**config.mk**
```make
export PLATFORM = sky130hd
export DESIGN_NAME = kuznechik_byte_stream
export DESIGN_NICKNAME = d
export VERILOG_FILES = /design/src/rtl/kuznechik_pkg.sv /design/src/rtl/kuznechik_block_buf.sv /design/src/rtl/kuznechik_byte_stream.sv
export SDC_FILE = /design/constraint.sdc
export NUM_CORES = 1
export LEC_CHECK = 0
export ABC_AREA = 1
export BUFFER_PORTS_ARGS = -buffer_cell sky130_fd_sc_hd__buf_2
export CORE_MARGIN = 2
export CORE_UTILIZATION = 54
export DETAILED_ROUTE_END_ITERATION = 8
export PLACE_DENSITY = 0.86
export SYNTH_ARGS = -nofsm -noshare
export SYNTH_HDL_FRONTEND = slang
export SYNTH_SLANG_ARGS = --single-unit
```
**constraint.sdc**
```tcl
create_clock -name clk -period 11.75 [get_ports clk]
set_clock_uncertainty 0.05 [all_clocks]
set_input_delay 0.5875 -clock clk [delete_from_list [all_inputs] [get_ports clk]]
set_output_delay 0.5875 -clock clk [all_outputs]
set_load 0.1 [all_outputs]
```
**src/rtl/kuznechik_pkg.sv**
```systemverilog
// Shared constants, FSM state type and byte-placement helper for the
// Kuznechik byte-stream front/back end.
//   BLOCK_W / BYTE_W / BYTES_PER_BLOCK / IDX_W : block geometry
//   stream_state_t                              : stream FSM states
//   byte_off()                                  : LSB offset of stream byte k
package kuznechik_pkg;

    localparam int BLOCK_W         = 128;
    localparam int BYTE_W          = 8;
    localparam int BYTES_PER_BLOCK = 16;
    localparam int IDX_W           = 4;

    typedef enum logic [1:0] {
        ST_FILL  = 2'd0,
        ST_REQ   = 2'd1,
        ST_WAIT  = 2'd2,
        ST_DRAIN = 2'd3
    } stream_state_t;

    // Stream byte k lands at [127-8k -: 8] when MSB-first, else at [8k +: 8].
    // Returns the low bit of that byte lane so callers can use [off +: 8].
    function automatic int byte_off(input int idx, input bit msb_first);
        if (msb_first) begin
            return BLOCK_W - BYTE_W - BYTE_W * idx;
        end
        return BYTE_W * idx;
    endfunction

endpackage

```
**src/rtl/kuznechik_block_buf.sv**
```systemverilog
// 128-bit block buffer organised as 16 byte lanes.
//   clk, rst          : clock, asynchronous active-high reset (clears buffer)
//   load_byte_i       : write byte_i into lane byte_idx_i
//   load_block_i      : write all lanes from block_i (wins over load_byte_i)
//   rd_idx_i/rd_byte_o: read lane rd_idx_i
//   block_o           : whole buffer in block bit order
// Lane k always holds stream byte k; MSB_FIRST only decides where that lane
// sits inside the 128-bit block view.
module kuznechik_block_buf
    import kuznechik_pkg::*;
#(
    parameter bit MSB_FIRST = 1'b1
) (
    input  logic               clk,
    input  logic               rst,
    input  logic               load_byte_i,
    input  logic [IDX_W-1:0]   byte_idx_i,
    input  logic [BYTE_W-1:0]  byte_i,
    input  logic               load_block_i,
    input  logic [BLOCK_W-1:0] block_i,
    input  logic [IDX_W-1:0]   rd_idx_i,
    output logic [BYTE_W-1:0]  rd_byte_o,
    output logic [BLOCK_W-1:0] block_o
);

    logic [BYTE_W-1:0] lanes [BYTES_PER_BLOCK];

    for (genvar gi = 0; gi < BYTES_PER_BLOCK; gi++) begin : g_lane
        localparam int OFF = byte_off(gi, MSB_FIRST);

        logic [BYTE_W-1:0] lane_q;
        logic [BYTE_W-1:0] lane_d;

        always_comb begin
            lane_d = lane_q;
            if (load_block_i) begin
                lane_d = block_i[OFF +: BYTE_W];
            end else if (load_byte_i && (byte_idx_i == IDX_W'(gi))) begin
                lane_d = byte_i;
            end
        end

        always_ff @(posedge clk or posedge rst) begin
            if (rst) begin
                lane_q <= '0;
            end else begin
                lane_q <= lane_d;
            end
        end

        assign lanes[gi]                 = lane_q;
        assign block_o[OFF +: BYTE_W]    = lane_q;
    end

    assign rd_byte_o = lanes[rd_idx_i];

endmodule

```
**src/rtl/kuznechik_byte_stream.sv**
```systemverilog
// Byte-stream wrapper around kuznechik_cipher.
//   s_*         : input byte stream (valid/ready), packed 16 bytes per block
//   cph_*       : cipher handshake (request/busy out, valid/ack back)
//   m_*         : output byte stream (valid/ready), 16 bytes per block
//   blocks_done_o : blocks fully drained, wraps modulo 2^CNT_W
//   err_o       : sticky, cipher asserted valid while not awaited
// Flow: FILL (collect 16 bytes) -> REQ (one-cycle request once cipher idle)
//       -> WAIT (ack + capture result) -> DRAIN (emit 16 bytes) -> FILL.
module kuznechik_byte_stream
    import kuznechik_pkg::*;
#(
    parameter bit MSB_FIRST = 1'b1,
    parameter int CNT_W     = 16
) (
    input  logic               clk,
    input  logic               rst,
    input  logic [7:0]         s_data_i,
    input  logic               s_valid_i,
    output logic               s_ready_o,
    output logic [7:0]         m_data_o,
    output logic               m_valid_o,
    input  logic               m_ready_i,
    output logic [127:0]       cph_data_o,
    output logic               cph_request_o,
    output logic               cph_ack_o,
    input  logic [127:0]       cph_data_i,
    input  logic               cph_valid_i,
    input  logic               cph_busy_i,
    output logic [CNT_W-1:0]   blocks_done_o,
    output logic               err_o
);

    localparam logic [IDX_W-1:0] LAST_IDX = IDX_W'(BYTES_PER_BLOCK - 1);

    stream_state_t      state_q, state_d;
    logic [IDX_W-1:0]   byte_cnt_q, byte_cnt_d;
    logic [IDX_W-1:0]   out_cnt_q, out_cnt_d;
    logic [CNT_W-1:0]   blocks_done_q, blocks_done_d;
    logic               err_q, err_d;

    logic               pack_load;
    logic               unpack_load;
    logic [BYTE_W-1:0]  unpack_byte;
    logic [BYTE_W-1:0]  pack_rd_unused;
    logic [BLOCK_W-1:0] unpack_blk_unused;

    kuznechik_block_buf #(.MSB_FIRST(MSB_FIRST)) u_pack (
        .clk          (clk),
        .rst          (rst),
        .load_byte_i  (pack_load),
        .byte_idx_i   (byte_cnt_q),
        .byte_i       (s_data_i),
        .load_block_i (1'b0),
        .block_i      ('0),
        .rd_idx_i     ('0),
        .rd_byte_o    (pack_rd_unused),
        .block_o      (cph_data_o)
    );

    kuznechik_block_buf #(.MSB_FIRST(MSB_FIRST)) u_unpack (
        .clk          (clk),
        .rst          (rst),
        .load_byte_i  (1'b0),
        .byte_idx_i   ('0),
        .byte_i       ('0),
        .load_block_i (unpack_load),
        .block_i      (cph_data_i),
        .rd_idx_i     (out_cnt_q),
        .rd_byte_o    (unpack_byte),
        .block_o      (unpack_blk_unused)
    );

    always_comb begin
        state_d       = state_q;
        byte_cnt_d    = byte_cnt_q;
        out_cnt_d     = out_cnt_q;
        blocks_done_d = blocks_done_q;
        // A result is only legitimate while we are waiting for it.
        err_d         = err_q | (cph_valid_i & (state_q != ST_WAIT));
        s_ready_o     = 1'b0;
        cph_request_o = 1'b0;
        cph_ack_o     = 1'b0;
        m_valid_o     = 1'b0;
        pack_load     = 1'b0;
        unpack_load   = 1'b0;

        unique case (state_q)
            ST_FILL: begin
                s_ready_o = 1'b1;
                if (s_valid_i) begin
                    pack_load  = 1'b1;
                    // 4-bit counter wraps to 0 on the 16th byte.
                    byte_cnt_d = byte_cnt_q + IDX_W'(1);
                    if (byte_cnt_q == LAST_IDX) begin
                        state_d = ST_REQ;
                    end
                end
            end
            ST_REQ: begin
                // The cipher only samples request while idle, so holding off
                // here keeps the request a single cycle.
                if (!cph_busy_i) begin
                    cph_request_o = 1'b1;
                    state_d       = ST_WAIT;
                end
            end
            ST_WAIT: begin
                if (cph_valid_i) begin
                    cph_ack_o   = 1'b1;
                    unpack_load = 1'b1;
                    state_d     = ST_DRAIN;
                end
            end
            ST_DRAIN: begin
                m_valid_o = 1'b1;
                if (m_ready_i) begin
                    out_cnt_d = out_cnt_q + IDX_W'(1);
                    if (out_cnt_q == LAST_IDX) begin
                        blocks_done_d = blocks_done_q + CNT_W'(1);
                        state_d       = ST_FILL;
                    end
                end
            end
            default: state_d = ST_FILL;
        endcase
    end

    always_ff @(posedge clk or posedge rst) begin
        if (rst) begin
            state_q       <= ST_FILL;
            byte_cnt_q    <= '0;
            out_cnt_q     <= '0;
            blocks_done_q <= '0;
            err_q         <= 1'b0;
        end else begin
            state_q       <= state_d;
            byte_cnt_q    <= byte_cnt_d;
            out_cnt_q     <= out_cnt_d;
            blocks_done_q <= blocks_done_d;
            err_q         <= err_d;
        end
    end

    // Outside DRAIN the byte port reads zero rather than stale result data.
    assign m_data_o      = (state_q == ST_DRAIN) ? unpack_byte : '0;
    assign blocks_done_o = blocks_done_q;
    assign err_o         = err_q;

endmodule

```
==> run metrics, run 1 <==
die width 155.0 µm; Final Critical Period 4.147 ns; CTS tree done; Slew HR 26.00%; RSZ-0062 raised after global routing false; # hold bufs at CTS 0; drt total wl 34.77 mm; Mean Syn Cell Area 8.482 µm²; Post-synth EDFFs 0; 1st-iter DRT viols 903; Num Clock Sinks 283; Arrival @ worst endpoint 3.51 ns; syn nets 1604; type of the tightest min-delay check in -> async; Crit Path Class reg -> out; Top Metal Used met5; first-pass GRT wire length 54.86 mm; Critical Path Source Type flop; postcts setup bufs 0; DR WL/cell 17.20 µm; residual DRC count 0; status finished, final reports clean; R2R depth 7; Core ar. 0.02250 mm²; P&R area growth vs syn 21.01%; starting density of the core 54.70%; Setup violations, final 0; vias in the first global route 10670; largest net degree at the start of global routing 142; final cycle utilization of the critical path 35.29%; register area share after synthesis 57.54%; Antenna Nets Post-Route 0; Metal-1 WL 13.58 mm; Async S/R FF share, synth 100.0%; global placement routability congestion 0.9085; FP Rows 55; Max Transition Viols Final 0; layout cells sized above 1 21.58%; initial antenna violation count 6; Worst-Skew Late Latency 0.55 ns; Total GRT Usage 28.73%; IO Count 299; clock buffer depth 3; FF+latch count, synth 283; CP max FO 63; warnings from Yosys 0; Post-CTS Resized 0; synth unique cells 30; drt first pass iters 6; CTS root buf clkbuf_16; H-tree depth 1; total negative slack 0 ns; Syn Std Cell Area 0.01231 mm²; I/O Buffers 298; Fmax 241.1 MHz; Crit path required time 11.11 ns; cts bufs inserted 29; vias post-DR 10790; metal3 WL 3.303 mm; leading cell type in the layout, fill and taps excluded nand2_1; vias per inst 5.338; clk slew on worst S/H paths 0.06 ns; Layout Nets 1863; Fin. Hold Viols 0; Critical Path End Type primary output; Die ar. 0.02402 mm²; most frequent cells in the layout 466 x nand2_1, 298 x buf_2, 282 x dfrtp_1; gr ovfl total 0; maxcap violations 0; Die Y 155.0 µm; dominant synthesized flop cell dfrtp_1; Slew @ Worst Pin 1.109 ns; Final HPWL DP 23.88 mm; Synth Instances 1451; met2 wire length 16.42 mm
[synth_stat cells, types with 2 or more instances]
library cell / count / share of area, %
nand2_1: 466 / 14
dfrtp_1: 283 / 58
o21ai_0: 242 / 9.8
inv_1: 166 / 5.1
nand3_1: 95 / 3.9
nor2_1: 42 / 1.3
buf_2: 36 / 1.5
clkbuf_1: 27 / 0.82
a21oi_1: 26 / 1.1
xor2_1: 16 / 1.1
ha_1: 11 / 1.1
buf_6: 8 / 0.73
inv_2: 5 / 0.15
buf_4: 3 / 0.18
clkinv_1: 3 / 0.091
nand4_1: 3 / 0.15
nor3_1: 3 / 0.12
nor2_2: 2 / 0.10
nor2_4: 2 / 0.18
nor3_4: 2 / 0.26
[layout make-up]
cell class                 count  area [µm²]
fill                        1804        7609
tap                          285       356.6
antenna                        3       7.507
clock buffer                  33       770.7
sequential                   283        7083
clock inverter                21       306.5
multi-input combinational    919        4175
inverter                     174       665.6
timing repair buffer         303        1529
[worst paths after layout]
check,from,endpoint,slack [ns]
worst max-delay path,out_cnt_q[0],m_data_o[5],7.60
max in group asynchronous,rst,out_cnt_q[0],9.13
worst max register to register,state_q[0],u_unpack.g_lane[4].lane_q[3],8.62
worst min register to register,u_pack.g_lane[1].lane_q[5],u_pack.g_lane[1].lane_q[5],0.43
worst min-delay path,rst,u_pack.g_lane[12].lane_q[4],0.14
min in group clk,cph_data_i[95],u_unpack.g_lane[4].lane_q[7],0.18
[state kept, by name, indices dropped and copies added (netlist names)]
register,count
u_pack.g_lane.lane_q,128
byte_cnt_q,4
blocks_done_o,16
out_cnt_q,4
u_unpack.g_lane.lane_q,128
state_q,2
err_o,1
[kinds of logic after synthesis]
| group | share of synthesized area [%] |
|---|---|
| and+or+nand+nor | 20.53 |
| DFF | 57.54 |
| AOI/OAI and AO/OA | 11.06 |
| buffers and inverters | 8.539 |
| xor gates and xnor gates | 1.210 |
| adders and majority gates | 1.118 |
[worst max-delay path: stages (launching register included)]
cell and delay [ns]:
dfrtp_2 0.55, buf_4 0.50, inv_2 0.53, nand2_1 0.23, nand3_1 0.10, nand2_1 0.11, nand2_1 0.05, nand2_1 0.07
inv_1 0.03, a21oi_1 0.25, buf_2 0.49
[routing by layer]
layer,vias to the layer above,track usage (%)
li1,5052,-
met3,104,7.799
met2,538,47.43
met4,6,11.77
met5,-,0
met1,5088,36.14
[stage by stage]
stage / hold WS (ns) / cell area, µm² / utilization [%] / setup WS (ns) / instances
2_1_floorplan: 0.3998 / 12310 / - / 3.305 / 1451
3_3_place_gp: 0.4120 / 13810 / 61.37 / 8.388 / 1964
3_5_place_dp: 0.4177 / 13810 / 61.37 / 8.312 / 1964
4_1_cts: 0.1648 / 14890 / 66.16 / 7.714 / 2018
5_1_grt: 0.1920 / 14890 / 66.17 / 7.383 / 2019
6_report: 0.1421 / 14890 / 66.19 / 7.603 / 2021
Power of run 1 is not shown: default switching activity piles up to over one toggle a cycle in this logic, so the estimate is an artifact.
==> run 2: changes to the inputs <==
Settings changed: ABC_AREA 1 to 0, CORE_UTILIZATION 54 to 48, PLACE_DENSITY 0.86 to 0.81.
Clock period 11.75 ns to 3.66 ns, I/O delays scaled along.
==> run 2 against run 1 <==
- design area increased by 8.1%
- first-iteration DRC count decreased by 31%
- non-clock buffer count increased by 135
- sequential share of layout area decreased by 3.6 points
- global-route usage decreased by 3.2 points
- die area increased by 8.9%
- critical path type unchanged
- largest cell class unchanged
==> run metrics, run 2 <==
Crit path required time 3.43 ns; starting density of the core 48.94%; IO Count 299; Synth area leader dfrtp_1; global placement routability congestion 0.8391; Num Clock Sinks 283; # hold bufs at CTS 131; synth unique cells 37; DR WL/cell 21.72 µm; RSZ-0062 raised after global routing false; Die ar. 0.02615 mm²; vias post-DR 8285; die width 161.7 µm; Layout Nets 1352; Layout Cells excl Fill 1551; Slew @ Worst Pin 0.8817 ns; final cycle utilization of the critical path 88.67%; FF+latch count, synth 283; most frequent cells in the layout 298 x buf_2, 281 x dfrtp_1, 259 x mux2_2; postcts setup bufs 0; Post-CTS Resized 0; type of the tightest min-delay check in -> reg; drt first pass iters 4; Fill cells 1753; Fin. Hold Viols 0; Total GRT Usage 25.54%; leading cell type in the layout, fill and taps excluded buf_2; Slowest Stage Delay on Critical Path 0.93 ns; warnings from Yosys 0; first-pass GRT wire length 51.56 mm; Mean Syn Cell Area 15.58 µm²; Max Transition Viols Final 0; Async S/R FF share, synth 100.0%; CTS root buf clkbuf_16; Syn Std Cell Area 0.01194 mm²; Cell Count Post-Placement 1360; syn nets 919; CTS tree done; Die Y 161.7 µm; largest net degree at the start of global routing 122; Arrival @ worst endpoint 3.01 ns; initial antenna violation count 7; Slew HR 41.22%; clock buffer depth 3; 1st-iter DRT viols 622; dominant synthesized flop cell dfrtp_1; maxcap violations 0; residual DRC count 0; Synth Instances 766; top post-synthesis cells by count 283 x dfrtp_1, 259 x mux2_2, 26 x mux2i_1; CP max-delay cell dfrtp_2; H-tree depth 1; status finished, final reports clean; Post-synth EDFFs 0; register area share after synthesis 59.32%; count leader, synth dfrtp_1; vias per inst 5.342; layout cells sized above 1 54.43%; drt total wl 33.68 mm; cts bufs inserted 30; I/O Buffers 298; Crit Path Class reg -> out; Hold Path Depth 4; Core ar. 0.02439 mm²; gr ovfl total 0; Fmax 308.1 MHz; vias in the first global route 9013; Antenna Nets Post-Route 0; Setup violations, final 0; ranking of synthesized cells by area dfrtp_1 59%, mux2_2 24%, mux4_2 4.3%; Critical Path Source Type flop; FP Rows 57; Critical Path End Type primary output; clk slew on worst S/H paths 0.06 ns; Cell Chain, Critical Path nor2b_1 > a221oi_1 > o21ai_1 > o21ai_0 > buf_2; CP max FO 30; R2R depth 6; Final Critical Period 3.245 ns; Worst-Skew Late Latency 0.54 ns; P&R area growth vs syn 34.87%; Final HPWL DP 20.55 mm; share of the synthesized area in the top cell type 59.32%
## run 2: cell count changes after synthesis, moves of 20 or more
cell     before  now
nand2_1     466   16
a21oi_1      26    0
mux2i_1       0   26
buf_2        36   16
nor2_1       42    5
mux2_2        0  259
nand3_1      95    6
inv_1       166    7
o21ai_0     242   11
mux4_2        0   23
## run 2: final cells by class
cell class                      instances  area (µm²)  area share (%)
Sequential cell                       283        7084           44.00
Multi-Input combinational cell        438        4632           28.77
Timing Repair Buffer                  438        2908           18.06
Clock buffer                           43       890.9           5.533
Tap cell                              324       405.4           2.518
Clock inverter                         10       128.9          0.8004
Inverter                                8       33.78          0.2098
Antenna cell                            7       17.52          0.1088
## run 2: path summary, 6_finish.rpt
path	start	end	slack (ns)
max	out_cnt_q[1]	m_data_o[6]	0.41
min in group asynchronous	rst	blocks_done_o[7]	0.26
max in group asynchronous	rst	u_pack.g_lane[10].lane_q[5]	2.22
max reg2reg	out_cnt_q[0]	blocks_done_o[8]	1.19
min	cph_busy_i	state_q[0]	0.03
min reg2reg	err_o	err_o	0.42
## run 2: metal layers
layer,share of wire [%],vias up,global-route usage (%)
li1,-,3639,-
met2,50,310,42.54
met3,4.8,105,4.418
met5,0,-,0
met1,41,4231,33.03
met4,4.6,0,11.67
## run 2: per-stage QoR
| step | TNS (ns) | hold WS (ns) | instance area (µm²) | util [%] | setup slack (ns) |
|---|---|---|---|---|---|
| after detailed placement | 0 | 0.2863 | 13750 | 56.38 | 0.9474 |
| after CTS | 0 | 0.002879 | 16080 | 65.94 | 0.3523 |
| after global routing | 0 | 0.06656 | 16100 | 66.01 | 0.2546 |
| after floorplan | -93.42 | 0.2541 | 11940 | - | -0.3223 |
| final | 0 | 0.03113 | 16100 | 66.01 | 0.4148 |
| after global placement | 0 | 0.2784 | 13750 | 56.38 | 0.9682 |
## run 2: cell families (layout without fill, tap and decap cells)
group                      Yosys count  count (layout)  share of synthesized area, %
buffers and inverters               45             499                         1.897
xor gates and xnor gates            21              21                         1.541
AOI/OAI and AO/OA                   30              30                         1.593
and+or+nand+nor                     68              68                         3.543
DFF                                283             283                         59.32
other                                0               7                             0
muxes                              308             308                         30.95
adders and majority gates           11              11                         1.153
## run 2: critical path, delay by kind of cell (launching register included)
family / cells / cell delay, ns
buffers and inverters: 1 / 0.46
AOI/OAI and AO/OA: 3 / 0.74
DFF: 1 / 0.93
and+or+nand+nor: 1 / 0.34
Power of run 2 is left out for the same reason.
==> run 3: changes to the inputs <==
Settings changed: CELL_PAD_IN_SITES_DETAIL_PLACEMENT set to 0, CELL_PAD_IN_SITES_GLOBAL_PLACEMENT set to 1, CORE_UTILIZATION 48 to 39, CTS_CLUSTER_DIAMETER set to 200, PLACE_DENSITY 0.81 to 0.83, SYNTH_HIERARCHICAL set to 1.
==> run 3 against run 2 <==
- area after synthesis rose by 26%
- sequential cell count did not move
- core utilization fell by 14 points
- sequential share of layout area fell by 7.7 points
- critical path type unchanged
- highest routed layer is now met5
==> run metrics, run 3 <==
vias post-DR 15510; Combinational Power Share 42.7%; IO Count 299; CTS tree done; starting density of the core 39.71%; Crit path required time 3.43 ns; VDD IR-drop max 0.4862 mV; maxcap violations 0; Final HPWL DP 34.37 mm; I/O Buffers 298; layout cells sized above 1 18.73%; cts bufs inserted 34; Total GRT Usage 27.62%; sequential power share 33.7%; R2R depth 6; clock power share 23.6%; total negative slack 0 ns; final cycle utilization of the critical path 87.83%; RSZ-0062 raised after global routing false; Multi-input gate area 0.007656 mm²; leakage power 8.165 nW; Slew HR 22.35%; Synth Instances 1702; Post-CTS Resized 0; clk slew on worst S/H paths 0.06 ns; Int Pwr 0.007960 W; type of the tightest min-delay check in -> reg; gr ovfl total 0; Fin. Hold Viols 0; warnings from Yosys 6; most frequent cells in the layout 298 x buf_2, 282 x dfrtp_1, 265 x nor2_1; vias in the first global route 14460; Slew @ Worst Pin 1.165 ns; Hold Path Depth 4; pwr dens 733.2 mW/mm²; Syn Std Cell Area 0.01499 mm²; H-tree depth 2; Fmax 311.1 MHz; # hold bufs at CTS 131; Fill cells 3460; status finished, final reports clean; drt total wl 56.34 mm; first-pass GRT wire length 85.41 mm; Die ar. 0.04003 mm²; Crit Path Class reg -> out; 1st-iter DRT viols 1938; leading cell type in the layout, fill and taps excluded buf_2; CP max FO 21; initial antenna violation count 2; clock buffer depth 3; largest net degree at the start of global routing 257; P&R area growth vs syn 30.27%; Core ar. 0.03776 mm²; Setup violations, final 0; switch share 44.42%; Antenna Nets Post-Route 0; DR WL/cell 20.93 µm; Mean Syn Cell Area 8.810 µm²; Critical Path Source Type flop; placed cell area 0.01711 mm²; Worst-Skew Late Latency 0.54 ns; FP Rows 71; postcts setup bufs 0; Critical Path End Type primary output; residual DRC count 0; die width 200.1 µm; Die Y 200.1 µm; Reg area 0.007083 mm²; global placement routability congestion 0.8538; Final Critical Period 3.214 ns; Layout Nets 2305; vias per inst 5.762; Sw Pwr 0.006362 W; Max Transition Viols Final 0; drt first pass iters 6; CTS root buf clkbuf_16; Num Clock Sinks 283; Arrival @ worst endpoint 2.98 ns; post-route cell area 0.01953 mm²
[run 3: changes by cell type in the layout (fill, tap and decap cells not counted), sizes merged, moves of 8 or more]
cell / change
a31oi: +256
mux2: -255
nand3: +254
nor2: +249
o21ai: +238
conb: +177
mux2i: -25
a22oi: +16
buf: +11
a221oi: -9
mux4: +9
and2: +8
clkbuf: +8
[run 3: layout make-up]
| type | count | share of cell area (%) |
|---|---|---|
| Clock inverter | 8 | 0.5765 |
| Multi-Input combinational cell | 1376 | 39.19 |
| Antenna cell | 2 | 0.02562 |
| Timing Repair Buffer | 449 | 15.31 |
| Sequential cell | 283 | 36.26 |
| Tap cell | 511 | 3.273 |
| Clock buffer | 51 | 5.099 |
| Inverter | 11 | 0.2626 |
[run 3: layer usage]
metal / vias up / wire length [µm] / GRT usage [%]
met4: 2 / 2258 / 11.14
met1: 7442 / 22750 / 38.46
met3: 164 / 5903 / 5.998
met2: 978 / 25410 / 41.96
met5: - / 17 / 0
li1: 6920 / - / -
[run 3: metrics by stage]
stage / cells / util (%) / worst slack [ns] / power, W / hold slack [ns]
after floorplan: 1878 / - / 0.01436 / 0.009240 / 0.1857
after global placement: 2499 / 45.32 / 1.118 / 0.01057 / 0.4008
after detailed placement: 2499 / 45.32 / 1.014 / 0.01067 / 0.4010
after CTS: 2689 / 51.72 / 0.4934 / 0.01419 / 0.03227
after global routing: 2690 / 51.73 / 0.3885 / 0.01497 / 0.05986
final: 2691 / 51.74 / 0.4456 / 0.01432 / 0.04166
[run 3: final timing paths]
path	startpoint	endpoint	slack, ns
max	out_cnt_q[1]	m_data_o[3]	0.45
min	cph_busy_i	state_q[0]	0.04
max reg2reg	state_q[0]	u_pack/g_lane[0].lane_q[1]	0.97
min reg2reg	blocks_done_o[15]	blocks_done_o[15]	0.42
max in group asynchronous	rst	u_pack/g_lane[13].lane_q[2]	2.20
min in group asynchronous	rst	u_unpack/g_lane[5].lane_q[0]	0.40
[run 3: critical path: stages (launching register included)]
cell and delay (ns):
dfrtp_1 0.98, buf_4 0.30, mux4_1 0.31, a22oi_1 0.30, nand2_1 0.11, and2_1 0.16
buf_2 0.29
[run 3: power by group through the flow]
stage	clock network [W]	registers (W)	logic, W
3_3_place_gp	0	0.00483	0.00574
3_5_place_dp	0	0.00482	0.00585
6_report	0.00338	0.00483	0.00612
4_1_cts	0.00344	0.00478	0.00597
5_1_grt	0.00358	0.00490	0.00648
2_1_floorplan	0	0.00563	0.00361
Power figures use the tool's default switching activity.
